===== src/rtl/mux4_rr_arbiter_pkg.sv =====
// Shared definitions for the 4-requester round-robin burst arbiter.
// Covers state encoding, the requester index width and one-hot helpers.
package mux4_rr_arbiter_pkg;

   localparam int unsigned IDX_W = 2;
   localparam int unsigned N_REQ = 4;

   localparam logic [0:0] STATE_IDLE  = 1'b0;
   localparam logic [0:0] STATE_GRANT = 1'b1;

   function automatic logic [N_REQ-1:0] onehot(input logic [IDX_W-1:0] idx);
      onehot = N_REQ'(1) << idx;
   endfunction

   function automatic logic [IDX_W-1:0] encode(input logic [N_REQ-1:0] vec);
      encode = '0;
      for (int i = N_REQ - 1; i >= 0; i--) begin
         if (vec[i]) encode = IDX_W'(i);
      end
   endfunction

endpackage


===== src/rtl/mux4_rr_arbiter_mux4_w.sv =====
// Parameterized W-bit 4:1 data mux steered by a 2-bit select.
module mux4_w
   import mux4_rr_arbiter_pkg::*;
#(
   parameter int unsigned W = 8
) (
   input  logic [IDX_W-1:0] SEL,
   input  logic [W-1:0]     DIN0,
   input  logic [W-1:0]     DIN1,
   input  logic [W-1:0]     DIN2,
   input  logic [W-1:0]     DIN3,
   output logic [W-1:0]     DOUT
);

   always_comb begin
      DOUT = DIN0;
      case (SEL)
         2'd1:    DOUT = DIN1;
         2'd2:    DOUT = DIN2;
         2'd3:    DOUT = DIN3;
         default: DOUT = DIN0;
      endcase
   end

endmodule


===== src/rtl/mux4_rr_arbiter.sv =====
// Round-robin arbiter sharing one valid/ready output channel among four
// producers; a grant is held for a whole burst, capped by MAX_BURST or an idle timeout.
module mux4_rr_arbiter
   import mux4_rr_arbiter_pkg::*;
#(
   parameter int unsigned W            = 8,
   parameter int unsigned MAX_BURST    = 16,
   parameter int unsigned IDLE_TIMEOUT = 8
) (
   input  logic             CLK,
   input  logic             RST,
   input  logic [N_REQ-1:0] REQ,
   input  logic [N_REQ-1:0] LAST,
   input  logic [W-1:0]     DIN0,
   input  logic [W-1:0]     DIN1,
   input  logic [W-1:0]     DIN2,
   input  logic [W-1:0]     DIN3,
   output logic [N_REQ-1:0] GNT,
   output logic [IDX_W-1:0] SEL,
   output logic [W-1:0]     DOUT,
   output logic             DOUT_VALID,
   output logic             DOUT_LAST,
   input  logic             DOUT_READY,
   output logic             BUSY
);

   localparam int unsigned BEAT_W = (MAX_BURST > 1) ? $clog2(MAX_BURST) : 1;
   localparam int unsigned IDLE_W = (IDLE_TIMEOUT > 1) ? $clog2(IDLE_TIMEOUT) : 1;

   logic [0:0]       state, state_d;
   logic [N_REQ-1:0] gnt_d;
   logic [IDX_W-1:0] sel_d;
   logic [IDX_W-1:0] ptr, ptr_d;
   logic [BEAT_W-1:0] beat_cnt, beat_d;
   logic [IDLE_W-1:0] idle_cnt, idle_d;

   logic             granted;
   logic             xfer;
   logic             found;
   logic [IDX_W-1:0] pick;
   logic [IDX_W-1:0] idx;

   mux4_w #(.W(W)) u_mux (
      .SEL  (SEL),
      .DIN0 (DIN0),
      .DIN1 (DIN1),
      .DIN2 (DIN2),
      .DIN3 (DIN3),
      .DOUT (DOUT)
   );

   assign granted    = (state == STATE_GRANT);
   assign BUSY       = granted;
   assign DOUT_VALID = granted & REQ[SEL];
   assign DOUT_LAST  = DOUT_VALID & (LAST[SEL] | (beat_cnt == BEAT_W'(MAX_BURST - 1)));
   assign xfer       = DOUT_VALID & DOUT_READY;

   // Next-state logic: rotating-priority pick in IDLE, burst tracking in GRANT.
   always_comb begin
      state_d = state;
      gnt_d   = GNT;
      sel_d   = SEL;
      ptr_d   = ptr;
      beat_d  = beat_cnt;
      idle_d  = idle_cnt;
      found   = 1'b0;
      pick    = ptr;
      idx     = ptr;

      for (int k = 0; k < N_REQ; k++) begin
         idx = ptr + IDX_W'(k);
         if (!found && REQ[idx]) begin
            found = 1'b1;
            pick  = idx;
         end
      end

      case (state)
         STATE_IDLE: begin
            beat_d = '0;
            idle_d = '0;
            if (found) begin
               state_d = STATE_GRANT;
               gnt_d   = onehot(pick);
               sel_d   = pick;
            end
         end
         default: begin
            if (xfer && DOUT_LAST) begin
               state_d = STATE_IDLE;
               gnt_d   = '0;
               ptr_d   = SEL + IDX_W'(1);
               beat_d  = '0;
               idle_d  = '0;
            end else if (xfer) begin
               beat_d = beat_cnt + BEAT_W'(1);
               idle_d = '0;
            end else if (!REQ[SEL]) begin
               if (idle_cnt == IDLE_W'(IDLE_TIMEOUT - 1)) begin
                  state_d = STATE_IDLE;
                  gnt_d   = '0;
                  ptr_d   = SEL + IDX_W'(1);
                  beat_d  = '0;
                  idle_d  = '0;
               end else begin
                  idle_d = idle_cnt + IDLE_W'(1);
               end
            end else begin
               // Stalled by the consumer while the requester still holds a beat.
               idle_d = '0;
            end
         end
      endcase
   end

   always_ff @(posedge CLK) begin
      if (RST) begin
         state    <= STATE_IDLE;
         GNT      <= '0;
         SEL      <= '0;
         ptr      <= '0;
         beat_cnt <= '0;
         idle_cnt <= '0;
      end else begin
         state    <= state_d;
         GNT      <= gnt_d;
         SEL      <= sel_d;
         ptr      <= ptr_d;
         beat_cnt <= beat_d;
         idle_cnt <= idle_d;
      end
   end

endmodule


===== config.mk =====
export PLATFORM = sky130hd
export DESIGN_NAME = mux4_rr_arbiter
export DESIGN_NICKNAME = d
export VERILOG_FILES = /design/src/rtl/mux4_rr_arbiter_pkg.sv /design/src/rtl/mux4_rr_arbiter_mux4_w.sv /design/src/rtl/mux4_rr_arbiter.sv
export SDC_FILE = /design/constraint.sdc
export NUM_CORES = 1
export LEC_CHECK = 0
export ABC_AREA = 1
export CELL_PAD_IN_SITES_DETAIL_PLACEMENT = 0
export CELL_PAD_IN_SITES_GLOBAL_PLACEMENT = 2
export CORE_MARGIN = 3
export CORE_UTILIZATION = 19
export CTS_CLUSTER_SIZE = 40
export DETAILED_ROUTE_END_ITERATION = 7
export PLACE_DENSITY_LB_ADDON = 0.1
export SYNTH_ARGS = -nofsm -noshare
export SYNTH_HDL_FRONTEND = slang
export SYNTH_SLANG_ARGS = --single-unit

===== constraint.sdc =====
create_clock -name CLK -period 1.5 [get_ports CLK]
set_clock_uncertainty 0.05 [all_clocks]
set_input_delay 0.3 -clock CLK [delete_from_list [all_inputs] [get_ports CLK]]
set_output_delay 0.3 -clock CLK [all_outputs]
set_load 0.05 [all_outputs]

==> run_results.csv <==
group,metric,value,unit
clock_tree,cts.clk_slew.worst_paths,60,ps
sta,worst_pin_slew,341.8,ps
floorplan,die_w,91.50,um
sta,fin_setup_tns,-5218,ps
detailed_routing,postRouteWirelength,5.236,mm
sta,rsz0062_at_grt,"yes",
clock_tree,clock_sinks,16,
clock_tree,worstSkewPairLatency,250,ps
detailed_routing,dr_total_vias,1788,
job,maxCapViolCount,0,
sta,period_needed,1871,ps
floorplan,start_util,20.00,%
synth,avgSynthCellArea,6.371,um2
setup_path,cp-end-kind,"output port",
synth,synth_nets,268,
detailed_routing,final_antenna_net_count,0,
detailed_routing,drt-initial-drc-count,44,
grt,gr-total-overflow,0,
power,finalPower,0.002801,W
sta,period_share,124.7,%
grt,grt_usage,12.21,%
synth,syn_inst,218,
setup_path,path_class,"register to output port",
sta,holdWs,376.7,ps
synth,synth.distinct_cells,30,
clock_tree,cts_buffer_depth,2,
detailed_routing,wl_per_cell,12.44,um
sta,finalMaxSlewViolations,0,
cells_and_area,diodes,0,
place,place_inst,398,
grt,antenna_found_initial,0,
clock_tree,cts_root_buffer,"clkbuf_8",
sta,fmax,0.5344,GHz
sta,slew_headroom,77.19,%
power,power.leakage,1.375,nW
grt,grt_pass1_vias,1767,
setup_path,crit_fanout,8,
setup_path,worstPathRequired,1150,ps
place,dpl.hpwl,3.879,mm
floorplan,chipHeight,91.50,um
cells_and_area,final_util,47.28,%
cells_and_area,fillers,691,
detailed_routing,drc,0,
cells_and_area,layout-drive-gt1-share,55.38,%
cells_and_area,area_growth,136.4,%
clock_tree,cts_buffers,3,
place,place_congestion,0.7569,
sta,fin_ws,-371.2,ps
floorplan,core.rowCount,30,
status,violations,"setup timing",
detailed_routing,via_per_inst,4.247,
power,power_density,853.0,nW/um2
floorplan,coreArea,6944,um2
grt,grt_pass1_wl,8.466,mm
detailed_routing,dr.pass1.iters,3,
synth,ys_warn_count,0,
cells_and_area,nNetsFinal,376,
min_path,hold_class,"register to register",
clock_tree,h-tree-depth,1,
floorplan,io-pin-count,60,
clock_tree,cts_tree,"done",
cells_and_area,fin_cells,421,
setup_path,startpoint_type,"register",
floorplan,die_area,8371,um2
synth,yosysSeqAreaShare,23.06,%
sta,hold_viol_final,0,
synth,syn-cell-area,1389,um2
grt,grt_max_degree,10,
place,port_buffers,59,
status,status,"finished with violations",
synth,ys_seq_elements,16,
setup_path,crit_arrival,1520,ps
sta,setup_violations,26,
power,peakVddDrop,0.6728,mV
[layout make-up]
class | count | area [um2] | share of cell area (%)
well taps | 96 | 120.1 | 3.659
flip-flops and latches | 16 | 336.6 | 10.25
clock buffers | 4 | 55.05 | 1.677
inverters | 19 | 95.09 | 2.896
multi-input cells | 176 | 1451 | 44.21
repair buffers | 110 | 1225 | 37.31
[through the flow]
stage | setup WS, ps | instance area, um2
floorplan | -230.0 | 1574
global placement | -563.5 | 2656
detailed placement | -572.3 | 2656
CTS | -395.0 | 3054
global route | -417.7 | 3283
finish | -371.2 | 3283
[power breakdown]
group          leakage, nW  switching [W]  internal (W)  total, W
sequential           0.133      0.0000574      0.000459  0.000516
combinational         1.21       0.000983      0.000921   0.00190
clock               0.0288       0.000147      0.000233  0.000380
[cells in the mapped netlist]
cell       n  area [um2]
a211oi_1   2       15.01
a21oi_1   17       85.08
a21oi_2    2       17.52
a22o_1     8       70.07
buf_1      1       3.750
buf_2      1       5.000
buf_4      1       7.510
buf_6      1       11.26
clkbuf_1   3       11.26
dfxtp_1   16       320.3
ha_1       7       87.58
inv_1     16       60.06
inv_2      3       11.26
nand2_1   76       285.3
nand2_2   14       87.58
nand2_4    1       11.26
nand3_1   14       70.07
nand3_2    2       20.02
nand3b_1   1       7.510
nand4_1    5       31.28
nand4_2    1       12.51
nor2_1     7       26.28
nor2_2     1       6.260
nor2_8     1       20.02
nor3_2     1       10.01
o211ai_2   1       12.51
o21ai_0   12       60.06
o21ai_1    1       5.000
o21ai_2    1       8.760
xor2_1     1       8.760
[final timing paths]
kind / from / to / slack, ps / cells after the start
setup / recovery: SEL[1] / DOUT[7] / -370 / 6
hold / removal: idle_cnt[0] / idle_cnt[0] / 380 / 1
setup reg to reg: SEL[0] / ptr[0] / -140 / 11
hold reg to reg: idle_cnt[0] / idle_cnt[0] / 380 / 1
[flip-flops by register name, indices dropped and copies added, names as in the netlist]
signal	cells
ptr	2
beat_cnt	4
BUSY	1
GNT	4
idle_cnt	3
SEL	2
[kinds of logic after synthesis]
kind of cell | Yosys count | share of synthesized area [%]
AOI/OAI and AO/OA | 44 | 19.73
xor gates and xnor gates | 1 | 0.6307
and+or+nand+nor | 124 | 42.34
DFF | 16 | 23.06
adders and majority gates | 7 | 6.306
buffers and inverters | 26 | 7.928
[repair_timing]
| action | in CTS | in global routing |
|---|---|---|
| pin swaps | 23 | 34 |
| setup endpoints to repair | 26 | 26 |
| hold buffers | 0 | 0 |
| resized for setup | 59 | 48 |
| buffers inserted | 16 | 4 |
[cell usage in the layout, fill, tap and decap left out, types with 2 or more instances in the layout]
| master | n |
|---|---|
| nand3_1 | 6 |
| nand2_1 | 43 |
| nand2_8 | 2 |
| inv_2 | 2 |
| ha_1 | 4 |
| nand2_2 | 33 |
| nor2_4 | 4 |
| clkdlybuf4s50_1 | 38 |
| a22o_1 | 8 |
| dfxtp_1 | 11 |
| buf_12 | 20 |
| buf_6 | 11 |
| nand3_4 | 2 |
| o21ai_1 | 3 |
| inv_1 | 11 |
| dfxtp_4 | 4 |
| a21oi_1 | 5 |
| nand3_2 | 8 |
| dlygate4sd2_1 | 4 |
| clkbuf_8 | 4 |
| o21ai_4 | 9 |
| ha_4 | 3 |
| nand4_1 | 5 |
| a211oi_2 | 2 |
| a21oi_4 | 3 |
| nand2_4 | 13 |
| buf_4 | 36 |
| inv_4 | 2 |
| nor2_1 | 4 |
| a21oi_2 | 11 |
| inv_6 | 3 |
[metal layers]
layer	GRT usage, %	share of wire, %
met5	0	0
met3	1.988	4.7
met1	16.86	47
met4	2.638	0.59
met2	19.84	48
[worst max-delay path, cell delays in order (launching register included)]
cell and delay [ps]:
dfxtp_4 400, inv_2 100, ha_1 220, buf_12 160
a21oi_2 170, o21ai_4 80, buf_12 150
(Power assumes the default switching activity.)
